$ cat config.mk
export PLATFORM = sky130hd
export DESIGN_NAME = if_stage
export DESIGN_NICKNAME = d
export VERILOG_FILES = /design/src/rtl/if_stage.sv
export SDC_FILE = /design/constraint.sdc
export NUM_CORES = 1
export LEC_CHECK = 0
export BUFFER_PORTS_ARGS = -buffer_cell sky130_fd_sc_hd__buf_2
export CELL_PAD_IN_SITES_DETAIL_PLACEMENT = 2
export CELL_PAD_IN_SITES_GLOBAL_PLACEMENT = 2
export CORE_ASPECT_RATIO = 1.2
export CORE_UTILIZATION = 39
export DETAILED_ROUTE_END_ITERATION = 7
export GPL_TIMING_DRIVEN = 0
export PLACE_DENSITY = 0.95
export SYNTH_ARGS = -nofsm -noshare
export SYNTH_HDL_FRONTEND = slang
export SYNTH_SLANG_ARGS = --single-unit
$ cat constraint.sdc
create_clock -name clk -period 5.5 [get_ports clk]
set_input_delay 0.275 -clock clk [delete_from_list [all_inputs] [get_ports clk]]
set_output_delay 0.275 -clock clk [all_outputs]
set_load 0.1 [all_outputs]
$ cat src/rtl/if_stage.sv
// Instruction fetch stage: fetch PC, single-outstanding instruction memory
// request FSM and a 2-entry {pc, inst} buffer feeding decode.
module if_stage #(
   parameter logic [31:0] RESET_PC = 32'h0000_0000
) (
   input  logic        clk,
   input  logic        rstn,
   output logic        imem_req,
   output logic [31:0] imem_addr,
   input  logic        imem_gnt,
   input  logic        imem_rvalid,
   input  logic [31:0] imem_rdata,
   input  logic        redirect_valid,
   input  logic [31:0] redirect_pc,
   output logic        inst_valid,
   input  logic        inst_ready,
   output logic [31:0] inst,
   output logic [31:0] inst_pc,
   output logic [6:0]  opcode
);

   typedef enum logic [1:0] {IDLE, REQ, WAIT, KILL} state_t;

   state_t      state_q, state_d;
   logic [31:0] pc_q, pc_d;
   logic [31:0] ipc_q, ipc_d;
   logic [1:0]  cnt_q, cnt_d;
   logic [31:0] pc0_q, pc0_d, in0_q, in0_d;
   logic [31:0] pc1_q, pc1_d, in1_q, in1_d;
   logic        req, push, pop;

   assign req  = (state_q == REQ) && (cnt_q != 2'd2) && !redirect_valid;
   assign pop  = (cnt_q != 2'd0) && inst_ready;

   always_comb begin
      state_d = state_q;
      pc_d    = pc_q;
      ipc_d   = ipc_q;
      push    = 1'b0;
      unique case (state_q)
         IDLE: state_d = REQ;
         REQ: begin
            if (req && imem_gnt) begin
               pc_d    = pc_q + 32'd4;
               ipc_d   = pc_q;
               state_d = WAIT;
            end
         end
         WAIT: begin
            if (imem_rvalid) begin
               state_d = REQ;
               push    = !redirect_valid;
            end else if (redirect_valid) begin
               state_d = KILL;
            end
         end
         KILL: begin
            // The response being killed retires the only outstanding request,
            // so it always returns to REQ even if another redirect lands now.
            if (imem_rvalid) state_d = REQ;
         end
         default: state_d = IDLE;
      endcase
      if (redirect_valid) pc_d = {redirect_pc[31:2], 2'b00};
   end

   // A push only follows a grant made with fewer than 2 entries, and pops
   // never add entries, so the buffer cannot overflow.
   always_comb begin
      cnt_d = cnt_q;
      pc0_d = pc0_q;
      in0_d = in0_q;
      pc1_d = pc1_q;
      in1_d = in1_q;
      if (redirect_valid) begin
         cnt_d = 2'd0;
      end else begin
         unique case ({push, pop})
            2'b01: begin
               pc0_d = pc1_q;
               in0_d = in1_q;
               cnt_d = cnt_q - 2'd1;
            end
            2'b10: begin
               if (cnt_q == 2'd0) begin
                  pc0_d = ipc_q;
                  in0_d = imem_rdata;
               end else begin
                  pc1_d = ipc_q;
                  in1_d = imem_rdata;
               end
               cnt_d = cnt_q + 2'd1;
            end
            2'b11: begin
               if (cnt_q == 2'd1) begin
                  pc0_d = ipc_q;
                  in0_d = imem_rdata;
               end else begin
                  pc0_d = pc1_q;
                  in0_d = in1_q;
                  pc1_d = ipc_q;
                  in1_d = imem_rdata;
               end
            end
            default: ;
         endcase
      end
   end

   always_ff @(posedge clk or negedge rstn) begin
      if (!rstn) begin
         state_q <= IDLE;
         pc_q    <= RESET_PC;
         ipc_q   <= '0;
         cnt_q   <= '0;
         pc0_q   <= '0;
         in0_q   <= '0;
         pc1_q   <= '0;
         in1_q   <= '0;
      end else begin
         state_q <= state_d;
         pc_q    <= pc_d;
         ipc_q   <= ipc_d;
         cnt_q   <= cnt_d;
         pc0_q   <= pc0_d;
         in0_q   <= in0_d;
         pc1_q   <= pc1_d;
         in1_q   <= in1_d;
      end
   end

   assign imem_req   = req;
   assign imem_addr  = pc_q;
   assign inst_valid = (cnt_q != 2'd0);
   assign inst       = inst_valid ? in0_q : 32'd0;
   assign inst_pc    = inst_valid ? pc0_q : 32'd0;
   assign opcode     = inst[6:0];

endmodule

==> results.json <==
{
  "required_ns": 5.78,
  "wirelength_um": 28280,
  "pin_count": 175,
  "first_global_vias": 7728,
  "drt-initial-drc-count": 232,
  "grt_usage_pct": 25.63,
  "status": "finished, final reports clean",
  "fin_nets": 1048,
  "row_count": 60,
  "first_pass_iters": 4,
  "wl_per_cell_um": 22.43,
  "grt_pass1_wl_um": 45400,
  "synth-edff-count": 0,
  "placedCellCount": 1229,
  "path_clk_slew_ns": 0.08,
  "cellPowerDensity_nw_per_um2": 605.8,
  "layout-drive-gt1-share_pct": 28.31,
  "syn-instance-count": 778,
  "holdCritPathClass": "input port to flop",
  "finalCritPeriodShare_pct": 60.25,
  "core_region_area_sq_um": 22370,
  "final-max-slew-violation-count": 0,
  "synthFlopType": "dfrtp_1",
  "grt_max_degree": 112,
  "path_cells": "inv_1 -> ha_1 -> nand2b_1 -> clkbuf_1 -> a21oi_1 -> buf_2 -> clkbuf_1 -> a21oi_1",
  "overflow": 0,
  "skew_ns": 0.01567,
  "dp_hpwl_um": 19760,
  "synthMostInstantiatedCell": "dfrtp_1",
  "slew_headroom_pct": 28.87,
  "routabilityCongestion": 0.8056,
  "die_width_um": 139.5,
  "async_reset_ff_share_pct": 100.0,
  "drcViolationCount": 0,
  "syn_area_per_cell_sq_um": 11.37,
  "worst_path_max_delay_cell": "a21oi_1",
  "cts_tree": "yes",
  "io_buffers": 170,
  "vdd_drop_max_mv": 0.2426,
  "finalCriticalPeriod_ns": 3.314,
  "cp_top_family": "buffers and inverters",
  "rsz0062_at_grt": "no",
  "vias": 6686,
  "synth_area_leaders": "dfrtp_1, mux2_1, mux2i_1",
  "dieHeight_um": 167,
  "synth_top_cell_by_area": "dfrtp_1",
  "cts_root_buffer": "clkbuf_16",
  "viasPerCell": 5.302,
  "crit_type": "flop to flop",
  "cts_sinks": 189,
  "final-setup-viol-count": 0,
  "worstSkewPairLatency_ns": 0.44,
  "max_stage_delay_ns": 0.84,
  "syn_area_sq_um": 8848,
  "setup-tns-final_ns": 0,
  "ys_seq_area_share_pct": 53.45,
  "clock.fmax_mhz": 301.8,
  "cap_violations": 0,
  "ys_ff_latch": 189,
  "numCtsBuffers": 17,
  "crit_arrival_ns": 3.60,
  "critical_path.max_fanout": 10,
  "clock_path_buffers": 2,
  "fin_cells": 1261,
  "worst_slew_pin_slew_ns": 1.067,
  "area_growth_pct": 20.45,
  "ant_nets": 0,
  "endpoint_kind": "flop",
  "ctsResizeCount": 0,
  "worst_setup_path_start_kind": "flop",
  "cts-htree-levels": 4,
  "synth_top_area_share_pct": 53.45,
  "path_buf_inv": 4,
  "finalHoldViolations": 0,
  "synth_common_cells": "dfrtp_1, nor2_1, a21oi_1, nor2b_1, mux2i_1",
  "synth_cell_type_count": 42,
  "antenna_found_initial": 0,
  "power_leakage_nw": 4.954,
  "start_util_pct": 39.55,
  "ys_warn_count": 0,
  "antennaDiodeCount": 0,
  "die-area_sq_um": 23300
}
## path summary, 6_finish.rpt
check                           cells past startpoint             to            start  slack, ns
worst max-delay path                                8      pc0_q[25]         cnt_q[1]       2.19
min in group asynchronous                           2       in0_q[5]             rstn       0.42
max in group asynchronous                           3       pc0_q[9]             rstn       4.10
worst min-delay path                                3  imem_addr[12]  redirect_pc[12]       0.04
worst min register to register                      1      in1_q[30]        in1_q[30]       0.50
worst max register to register                      8      pc0_q[25]         cnt_q[1]       2.19
## sequential cells by signal (all words and copies together) (netlist names)
| signal | flops |
|---|---|
| pc0_q | 31 |
| imem_addr | 30 |
| pc1_q | 30 |
| in0_q | 32 |
| ipc_q | 30 |
| state_q | 2 |
| in1_q | 32 |
| cnt_q | 2 |
## worst reg2reg max path, delay by kind of cell, from the launching register on
family	cells	cell delay [ns]
adder cells (fa/ha/maj)	1	0.28
buffers and inverters	4	1.19
AND/OR/NAND/NOR	1	0.18
AO/OA/AOI/OAI	2	1.05
flip-flops	1	0.46
## metal layers
layer	track usage, %	vias up	routed length, um
li1	-	3023	-
met2	45.95	175	14940
met5	0	-	0
met1	30.62	3440	11620
met3	3.910	48	921
met4	10.24	0	799
## cell usage in the layout, fill, tap and decap left out, drive strengths merged, types with 8 or more instances in the layout
cell type / netlist / routed
mux2: 97 / 97
dfrtp: 189 / 189
inv: 10 / 13
nand2: 43 / 43
clkbuf: 29 / 49
xnor2: 16 / 16
buf: 25 / 196
nor2b: 64 / 64
ha: 8 / 8
xor2: 15 / 15
o21ai: 27 / 27
nor2: 74 / 74
mux2i: 63 / 63
nand4: 8 / 8
nand3: 15 / 15
a21oi: 67 / 67
## stage by stage
step	setup slack, ns	instance area, sq um	utilization, %	total power (W)	hold slack, ns
floorplan	2.323	8852	-	0.004498	-0.02059
global placement	1.018	10050	44.93	0.004986	0.4723
detailed placement	2.341	10090	45.10	0.005224	0.3131
CTS	2.130	10660	47.64	0.006502	0.02741
global route	2.097	10660	47.64	0.006746	0.04915
finish	2.186	10660	47.64	0.006456	0.03524
## power by group
part           internal, W  total, W  leakage, nW  switching (W)
sequential         0.00191   0.00229         2.38       0.000384
combinational     0.000724   0.00296         2.31        0.00223
clock             0.000639   0.00121        0.256       0.000567
## repair_timing
action	4_1_cts	5_1_grt
hold buffers	1	0
endpoints found under the hold margin	78	0
setup buffers	0	0
## logic make-up after synthesis
group                      after synthesis  synth area share (%)
AOI/OAI and AO/OA                       97                 5.600
xor gates and xnor gates                31                 3.068
and+or+nand+nor                        228                 13.49
adders and majority gates                8                 1.131
muxes                                  160                 19.47
other                                    1               0.04238
DFF                                    189                 53.45
buffers and inverters                   64                 3.747
## final cells by class
| cell class | instances | area (sq um) |
|---|---|---|
| clock buffers | 20 | 446.7 |
| plain buffers | 54 | 294.0 |
| well taps | 279 | 349.1 |
| flip-flops and latches | 189 | 4730 |
| multi-input cells | 526 | 3791 |
| fillers | 2327 | 11710 |
| inverters | 10 | 37.54 |
| repair buffers | 172 | 898.4 |
| clock inverters | 11 | 111.4 |
Note: power is estimated with default switching activity, not from simulation.
